### src/rtl/sram_lane_seq.sv
// rtl/sram_lane_seq.sv - valid/ready request sequencer driving LANES shared-address SRAM macros
module sram_lane_seq #(
  parameter int ADDR_W    = 11,
  parameter int LANES     = 4,
  parameter int LANE_W    = 8,
  parameter int WR_CYC    = 1,
  parameter int SENSE_CYC = 1
) (
  input  logic                      clk,
  input  logic                      reset,
  input  logic                      req_valid,
  output logic                      req_ready,
  input  logic                      req_we,
  input  logic [ADDR_W-1:0]         req_addr,
  input  logic [LANES*LANE_W-1:0]   req_wdata,
  input  logic [LANES-1:0]          req_be,
  output logic                      rsp_valid,
  input  logic                      rsp_ready,
  output logic [LANES*LANE_W-1:0]   rsp_rdata,
  output logic [ADDR_W-1:0]         sram_addr,
  output logic [LANES*LANE_W-1:0]   sram_din,
  output logic [LANES-1:0]          sram_write_en,
  output logic                      sram_sense_en,
  input  logic [LANES*LANE_W-1:0]   sram_dout
);

  localparam logic [2:0] S_IDLE  = 3'd0;
  localparam logic [2:0] S_WRITE = 3'd1;
  localparam logic [2:0] S_RECOV = 3'd2;
  localparam logic [2:0] S_SENSE = 3'd3;
  localparam logic [2:0] S_CAPT  = 3'd4;
  localparam logic [2:0] S_RESP  = 3'd5;

  localparam logic [3:0] WR_LOAD    = 4'(WR_CYC - 1);
  localparam logic [3:0] SENSE_LOAD = 4'(SENSE_CYC - 1);

  logic [2:0]       state;
  logic [3:0]       cnt;
  logic [LANES-1:0] be_reg;
  logic             accept;

  // Strobes decode straight from state so they can never overlap.
  assign req_ready     = (state == S_IDLE);
  assign accept        = req_valid && req_ready;
  assign sram_write_en = (state == S_WRITE) ? be_reg : '0;
  assign sram_sense_en = (state != S_SENSE);

  always_ff @(posedge clk) begin
    if (reset) begin
      state     <= S_IDLE;
      cnt       <= '0;
      be_reg    <= '0;
      sram_addr <= '0;
      sram_din  <= '0;
      rsp_valid <= 1'b0;
      rsp_rdata <= '0;
    end else begin
      case (state)
        S_IDLE: begin
          if (accept) begin
            sram_addr <= req_addr;
            sram_din  <= req_wdata;
            be_reg    <= req_be;
            if (!req_we) begin
              state <= S_SENSE;
              cnt   <= SENSE_LOAD;
            end else if (req_be != '0) begin
              state <= S_WRITE;
              cnt   <= WR_LOAD;
            end
          end
        end
        S_WRITE: begin
          if (cnt == 4'd0) begin
            state <= S_RECOV;
            cnt   <= '0;
          end else begin
            cnt <= cnt - 4'd1;
          end
        end
        // One idle cycle keeps address/data stable past the write_en falling edge.
        S_RECOV: begin
          state <= S_IDLE;
          cnt   <= '0;
        end
        S_SENSE: begin
          if (cnt == 4'd0) begin
            state <= S_CAPT;
            cnt   <= '0;
          end else begin
            cnt <= cnt - 4'd1;
          end
        end
        S_CAPT: begin
          rsp_rdata <= sram_dout;
          rsp_valid <= 1'b1;
          state     <= S_RESP;
          cnt       <= '0;
        end
        S_RESP: begin
          if (rsp_ready) begin
            rsp_valid <= 1'b0;
            state     <= S_IDLE;
          end
        end
        default: begin
          state <= S_IDLE;
          cnt   <= '0;
        end
      endcase
    end
  end

endmodule

### config.mk
export PLATFORM = sky130hd
export DESIGN_NAME = sram_lane_seq
export DESIGN_NICKNAME = d
export VERILOG_FILES = /design/src/rtl/sram_lane_seq.sv
export SDC_FILE = /design/constraint.sdc
export NUM_CORES = 1
export LEC_CHECK = 0
export ABC_AREA = 1
export CAP_MARGIN = 20
export CORE_MARGIN = 2
export CORE_UTILIZATION = 42
export DETAILED_ROUTE_END_ITERATION = 16
export GPL_ROUTABILITY_DRIVEN = 0
export GPL_TIMING_DRIVEN = 0
export PLACE_DENSITY_LB_ADDON = 0.15
export SKIP_LAST_GASP = 1
export SLEW_MARGIN = 10
export SYNTH_ARGS = -nofsm -noshare
export SYNTH_HDL_FRONTEND = slang
export SYNTH_SLANG_ARGS = --single-unit
### constraint.sdc
create_clock -name clk -period 1.3 [get_ports clk]
set_input_delay 0.13 -clock clk [delete_from_list [all_inputs] [get_ports clk]]
set_output_delay 0.13 -clock clk [all_outputs]
set_load 0.02 [all_outputs]
* Word level (Yosys, flattened, before mapping)
Index checks and enable logic that the tools add are counted.
Widths: inputs -> output; s select.
** Storage, ports and cells
- Bits in registers :: 87
- Input bits :: 84
- Output and inout bits :: 82
- Word-level logic and storage cells :: 44
** Cells by class
- Add/sub/neg operators :: 1
- Equality and inequality tests :: 10
- Mux-type cells :: 15
- Bitwise logic cells :: 1
- Reductions and logical operators :: 10
** Operator list (number)
- $mux 4 :: 5
- $mux 3 :: 6
- $pmux 3 s5 :: 1
- $pmux 4 s3 :: 1
- $eq 3x3->1 const B :: 2
- $ne 3x2->1 const B :: 2
- $reduce_and 5->1 :: 1
- $logic_not 4->1 :: 1
- $ne 2x1->1 const B :: 2
- $ne 2x2->1 const B :: 2
- $reduce_and 2->1 :: 2
- $reduce_bool 4->1 :: 1
- $sub 4x1->4 const B :: 1
- $eq 3x1->1 const B :: 1
- $eq 3x2->1 const B :: 1
- $logic_not 3->1 :: 1
- $reduce_and 3->1 :: 1
- $pmux 1 s2 :: 1
- $reduce_bool 2->1 :: 1
- $reduce_or 2->1 :: 1
- $logic_and 1x1->1 :: 1
- $mux 1 :: 1
- $not 1->1 :: 1

* Longest topological paths before layout
Gate-level depths: netlist of run 1.
- Depth after elaboration :: 5
- Gate-level depth with buffers :: 8

* Least setup slack after synthesis of run 1
OpenSTA, ideal clock, no wires.
- Path type :: register -> register
- From :: register cnt[0]
- To :: register state[2]
- Library setup time :: 144 ps
- Arrival time :: 1020 ps
- Required time :: 1156 ps
- Setup slack :: 135 ps
- Cell stages (with the launch flop) :: 7
- Clock period less this slack :: 1165 ps
- Path through :: dfxtp_1 inv_1 ha_1 a21oi_2 nor2_1 nand3_1 a21oi_1
** Between the ends
- Cells in the longest elaborated chain, start to end :: 3
** Ends and longest elaborated chain
- from (decl) :: line 38 : logic [3:0] cnt;
- from (signal assigned) :: line 78 : cnt <= cnt - 4'd1;
- from (signal assigned) :: line 91 : cnt <= cnt - 4'd1;
- $logic_not 4->1 (*) :: line 74, 87
- $ne 2x2->1 (no line) / $ne 2x1->1 (equally long branches)
- $reduce_and 5->1 (no line) (*)
- to (signal assigned) :: line 75 : state <= S_RECOV;
- to (signal assigned) :: line 83 : state <= S_IDLE;
- to (signal assigned) :: line 88 : state <= S_CAPT;
- to (decl) :: line 37 : logic [2:0] state;
Every way passes the cells marked *; elsewhere a longest branch is shown, timed or not.
A chain may end at the register's enable or synchronous reset.

* Worst setup path in the final report of run 1
- From :: register state[0]
- To :: output port req_ready
** Between the ends
- Cells in the longest elaborated chain, start to end :: 1
** Ends and longest elaborated chain
- from (signal assigned) :: line 50 : state <= S_IDLE;
- from (signal assigned) :: line 65 : state <= S_SENSE;
- from (signal assigned) :: line 68 : state <= S_WRITE;
- $logic_not 3->1 :: line 43 : assign req_ready = (state == S_IDLE);
- to (decl) :: line 12 : output logic req_ready,
Every way passes these cells.

==> results of run 1 <==
## synth_stat cells, drive strengths merged
cell,number,area [µm²]
xor2,1,8.76
a21oi,56,445
clkbuf,11,42.5
dfxtp,87,1740
and2,1,6.26
inv,19,71.3
nand4,1,6.26
nand3,55,475
ha,1,12.5
o21ai,36,180
nand2,65,251
buf,19,176
nor2,77,297
## logic make-up (layout without fill, tap and decap cells)
group | after synthesis | after routing | share of synthesized area, %
xor gates and xnor gates | 1 | 1 | 0.236
DFF | 87 | 87 | 46.9
buffers and inverters | 49 | 239 | 7.81
adders and majority gates | 1 | 1 | 0.337
AOI/OAI and AO/OA | 92 | 92 | 16.8
and+or+nand+nor | 199 | 199 | 27.9
## worst max-delay path, delay by kind of cell, from the launching register on
family	cells	cell delay, ns
buffers and inverters	4	0.38
flip-flops	1	0.38
AND/OR/NAND/NOR	2	0.17
## routing by layer
metal | up-vias | global-route usage [%] | part of all wire [%]
met3 | 14 | 5.23 | 7.2
li1 | 1774 | - | -
met2 | 119 | 35.5 | 50
met4 | 0 | 6.84 | 1.2
met5 | - | 0 | 0
met1 | 1684 | 27.1 | 42
## metrics by stage
stage | util (%) | instances | TNS, ns
detailed placement | 63.5 | 700 | -2.11
floorplan | - | 429 | 0
global route | 67.8 | 727 | -6.70
finish | 67.8 | 727 | -1.67
global placement | 63.5 | 700 | -1.92
CTS | 66.7 | 724 | -3.57
## report_power, final
part | switching (W) | total (W) | leakage (nW) | internal [W]
clock network | 0.000972 | 0.00226 | 0.118 | 0.00128
logic | 0.00111 | 0.00206 | 1.64 | 0.000949
registers | 0.000101 | 0.00295 | 0.710 | 0.00285
total | 0.00218 | 0.00727 | 2.47 | 0.00509
## path summary, 6_finish.rpt
path | from | endpoint | slack [ns]
worst max-delay path | state[0] | req_ready | -0.12
worst min-delay path | req_valid | sram_din[25] | 0.18
worst max register to register | state[0] | cnt[3] | -0.06
worst min register to register | rsp_valid | rsp_valid | 0.47
## cell type report
| type | instances | area share [%] |
|---|---|---|
| plain buffers | 30 | 4.02 |
| clock buffers | 11 | 2.24 |
| clock inverters | 5 | 1.77 |
| inverters | 19 | 1.39 |
| multi-input cells | 293 | 30.4 |
| flip-flops and latches | 87 | 29.9 |
| well taps | 108 | 2.31 |
| repair buffers | 174 | 27.9 |
## what timing repair did
item | CTS | global route
buffers inserted | 8 | 2
cloned | 0 | 1
setup endpoints to repair | 100 | 91
endpoints found under the hold margin | 0 | 0
gates resized for setup | 138 | 39
pin swaps | 4 | 4
==> qor.csv, run 1 <==
stage,metric,value,unit
pwr,total_power,0.00727,W
sta,fin_crit_sh,109,%
sta,setup_viol_count_final,50,
min_path,holdPathStages,3,
final_layout,reg_top3,"rsp_rdata: 32 flops, sram_din: 32 flops, sram_addr: 11 flops",
final_layout,regArea,1750,µm²
critical_path,criticalPathCategory,reg2out,
place,portBuffers,163,
sta,slew_violations,0,
run_status,violations,setup timing,
min_path,hold_class,in2reg,
logic_synthesis,ys_seq_elements,87,
detailed_routing,drt_iter0_drc,78,
detailed_routing,post_drt_wl_per_cell,14.7,µm
die,core,8640,µm²
grt,antenna_found_initial,0,
clocking,clock_path_buffers,2,
detailed_routing,first_pass_iters,7,
die,ioPinCount,166,
place,place_ws,-0.371,ns
sta,tightest_slew,0.831,ns
detailed_routing,vias,3591,
detailed_routing,finalWirelength,10700,µm
die,start_util,43.0,%
detailed_routing,vias_per_cell,4.94,
grt,grt_max_degree,15,
clocking,clk_latency,0.35,ns
critical_path,startpoint_type,flip-flop,
critical_path,cp_data_arrival_time,1.29,ns
clocking,clock_sinks,87,
grt,grt_pass1_wl,16800,µm
die,num_rows,34,
grt,overflow,0,
run,max-cap-violations,0,
logic_synthesis,yosysSeqAreaShare,46.9,%
critical_path,path_cells,inv_4 > nand2_4 > nor2_4 > buf_12 > buf_12 > buf_8,
logic_synthesis,yosys_warnings,0,
pwr,powerDensity,1240,nW/µm²
critical_path,cp-end-kind,output pin,
clocking,cts-buffers-inserted,9,
die,die_area,9610,µm²
pwr,ir_worst_vdd,0.808,mV
clocking,cts_root_buffer,clkbuf_8,
clocking,h-tree-depth,3,
final_layout,final_cell_mix,"84 x dfxtp_1, 81 x clkdlybuf4s50_1, 76 x dlygate4sd2_1, 70 x nor2_1, 57 x nand2_1",
sta,period_minus_slack,1.42,ns
sta,fin_skew,0.0113,ns
logic_synthesis,postSynthAreaPerCell,8.66,µm²
final_layout,multiInputGateArea,1780,µm²
final_layout,num-fill-cells,730,
final_layout,syn_to_final_growth,57.6,%
run_status,status,"complete, but fails checks",
clocking,clk_pin_slew,0.08,ns
clocking,ctsHoldBuffers,0,
final_layout,layout_commonest_cell,dfxtp_1,
sta,fin_hold_ws,0.175,ns
critical_path,critPathMaxFanout,4,
sta,rsz0062_at_grt,yes,
logic_synthesis,synth_fp_nets,514,
critical_path,max_stage_delay,0.38,ns
critical_path,cpMostUsedCell,buf_12,
sta,setup_slack,-0.115,ns
critical_path,critPathRequiredTime,1.17,ns
final_layout,layout-drive-gt1-share,26.2,%
critical_path,crit_slowest_cell,dfxtp_4,
logic_synthesis,syn_inst,429,
die,fp.dieH,98.0,µm
sta,max_freq,707,MHz
grt,global_route.usage.total,21.3,%
die,die_w,98.0,µm
grt,grt_pass1_vias,3492,
final_layout,fin_nets,699,
final_layout,final_area,5850,µm²
detailed_routing,postRouteAntennaNets,0,
clocking,cts_tree,done,
pwr,p_leak,2.47,nW
sta,slew_headroom,44.6,%
sta,hold_viol,0,
place,dpl_cell_area,5480,µm²
logic_synthesis,synth_area,3710,µm²
logic_synthesis,synthDistinctLibCells,22,
final_layout,diodes,0,
detailed_routing,drc_errors,0,
critical_path,reg2regPathDepth,9,
place,dp_hpwl,7400,µm
Note: power is estimated with default switching activity, not from simulation.
==> run 2: changes to the inputs <==
CORE_UTILIZATION = 43   (was 42)
CTS_BUF_LIST = sky130_fd_sc_hd__clkbuf_8   (was default)
==> run 2 against run 1 <==
  * The flow still finishes with violations (setup timing)
  * Worst setup slack improved by 0.037 ns
  * Sequential power hardly changed
  * Combinational power decreased by 2%
  * Clock power decreased by 10%
  * Maximum frequency increased by 2.7%
  * Power fell by 3.8%
  * Global-route usage grew 0.075 points
  * Register-to-register slack barely moved
  * Critical endpoint unchanged
  * Largest cell class unchanged
  * Highest routed layer unchanged
==> qor.csv, run 2 (synthesized netlist as in run 1, its figures left out) <==
stage,metric,value,unit,change
run_status,status,"complete, but fails checks",,unchanged
run_status,violations,setup timing,,unchanged
final_layout,fin_nets,701,,was 699
sta,rsz0062_at_grt,yes,,unchanged
grt,overflow,0,,unchanged
final_layout,syn_to_final_growth,55.8,%,was 57.6%
critical_path,critPathMaxFanout,4,,unchanged
final_layout,num-fill-cells,702,,was 730
grt,grt_pass1_wl,16700,µm,was 16800 µm
final_layout,final_area,5790,µm²,was 5850 µm²
critical_path,startpoint_type,flip-flop,,unchanged
clocking,h-tree-depth,3,,unchanged
die,start_util,44.8,%,was 43.0%
grt,global_route.usage.total,21.3,%,about the same
final_layout,layout-drive-gt1-share,25.4,%,was 26.2%
sta,slew_headroom,50.4,%,was 44.6%
grt,antenna_found_initial,0,,unchanged
die,num_rows,33,,was 34
detailed_routing,vias_per_cell,4.92,,was 4.94
clocking,cts_root_buffer,clkbuf_8,,unchanged
final_layout,layout_commonest_cell,dfxtp_1,,unchanged
sta,period_minus_slack,1.38,ns,was 1.42 ns
final_layout,final_util,69.7,%,was 67.8%
place,portBuffers,163,,unchanged
critical_path,cp-end-kind,output pin,,unchanged
detailed_routing,post_drt_wl_per_cell,14.1,µm,was 14.7 µm
grt,grt_max_degree,15,,unchanged
final_layout,reg_top3,"rsp_rdata: 32 flops, sram_din: 32 flops, sram_addr: 11 flops",,unchanged
detailed_routing,first_pass_iters,4,,was 7
sta,tightest_slew,0.743,ns,was 0.831 ns
pwr,ir_worst_vdd,0.682,mV,was 0.808 mV
detailed_routing,drc_errors,0,,unchanged
detailed_routing,vias,3571,,was 3591
detailed_routing,drt_iter0_drc,104,,was 78
sta,max_freq,725,MHz,was 707 MHz
clocking,cts-buffers-inserted,9,,unchanged
clocking,clock_path_buffers,2,,unchanged
final_layout,final_cell_mix,"84 x dfxtp_1, 81 x clkdlybuf4s50_1, 76 x dlygate4sd2_1, 72 x nor2_1, 59 x nand2_1",,"was 84 x dfxtp_1, 81 x clkdlybuf4s50_1, 76 x dlygate4sd2_1, 70 x nor2_1, 57 x nand2_1"
clocking,clk_pin_slew,0.08,ns,about the same
final_layout,diodes,0,,unchanged
sta,fin_skew,0.0156,ns,was 0.0113 ns
place,dp_hpwl,7410,µm,was 7400 µm
detailed_routing,postRouteAntennaNets,0,,unchanged
place,dp_cells,697,,was 700
critical_path,criticalPathCategory,reg2out,,unchanged
final_layout,final_cells,726,,was 727
detailed_routing,finalWirelength,10200,µm,was 10700 µm
clocking,clk_latency,0.36,ns,was 0.35 ns
critical_path,critPathRequiredTime,1.17,ns,about the same
place,dpl_cell_area,5480,µm²,about the same
sta,fin_crit_sh,106,%,was 109%
die,core,8300,µm²,was 8640 µm²
die,die_area,9400,µm²,was 9610 µm²
min_path,hold_class,in2reg,,unchanged
die,ioPinCount,166,,unchanged
critical_path,cp_data_arrival_time,1.25,ns,was 1.29 ns
sta,hold_viol,0,,unchanged
sta,slew_violations,0,,unchanged
die,fp.dieH,96.9,µm,was 98.0 µm
sta,setup_viol_count_final,9,,was 50
grt,grt_pass1_vias,3516,,was 3492
pwr,p_leak,2.45,nW,was 2.47 nW
sta,setup_slack,-0.0788,ns,was -0.115 ns
clocking,clock_sinks,87,,unchanged
pwr,powerDensity,1210,nW/µm²,was 1240 nW/µm²
run,max-cap-violations,0,,unchanged
die,die_w,96.9,µm,was 98.0 µm
clocking,cts_tree,done,,unchanged
clocking,ctsHoldBuffers,0,,unchanged
## run 2: where the power goes
group / switching (W) / internal (W) / total, W
clock network: 0.000961 / 0.00107 / 0.00203
logic: 0.00105 / 0.000958 / 0.00201
registers: 0.0000986 / 0.00285 / 0.00295
total: 0.00211 / 0.00488 / 0.00699
## run 2: layout make-up
class / instances / area, µm² / area share (%)
inverters: 19 / 76.3 / 1.32
repair buffers: 176 / 1640 / 28.4
plain buffers: 30 / 243 / 4.19
flip-flops and latches: 87 / 1750 / 30.2
clock buffers: 9 / 124 / 2.14
well taps: 105 / 131 / 2.27
multi-input cells: 293 / 1730 / 29.9
clock inverters: 7 / 90.1 / 1.56
## run 2: worst max-delay path, cell delays in order, from the launching register on
cell and delay (ns):
dfxtp_4 0.37, inv_4 0.06, nand2_4 0.05, nor2_4 0.11
buf_12 0.12, buf_12 0.10, buf_8 0.10
## run 2: worst paths after layout
check,from,to,slack (ns),depth (start not counted)
max,state[0],req_ready,-0.08,6
min,req_valid,sram_din[31],0.17,3
max reg2reg,cnt[0],state[1],-0.05,6
min reg2reg,sram_din[27],sram_din[27],0.46,2
## run 2: metal layers
| layer | track usage, % | part of all wire, % | routed length [µm] |
|---|---|---|---|
| met5 | 0 | 0 | 0 |
| met3 | 7.44 | 8.6 | 877 |
| met2 | 36.0 | 48 | 4890 |
| met1 | 26.3 | 43 | 4360 |
| met4 | 4.66 | 0.75 | 77 |
## run 2: repair_timing
item / in CTS / in global routing
resized for setup: 122 / 42
buffers inserted: 4 / 8
setup endpoints to repair: 106 / 82
hold endpoints to repair: 0 / 0
gates cloned: 0 / 1
pin swaps: 3 / 7
## run 2: per-stage QoR
step | setup TNS, ns | total power [W] | hold slack, ns | setup slack, ns
6_report | -0.428 | 0.00699 | 0.171 | -0.0788
5_1_grt | -3.38 | 0.00733 | 0.170 | -0.143
4_1_cts | -2.84 | 0.00689 | 0.160 | -0.160
3_5_place_dp | -2.41 | 0.00493 | 0.443 | -0.367
3_3_place_gp | -2.01 | 0.00490 | 0.440 | -0.352
2_1_floorplan | 0 | 0.00413 | 0.279 | 0.135
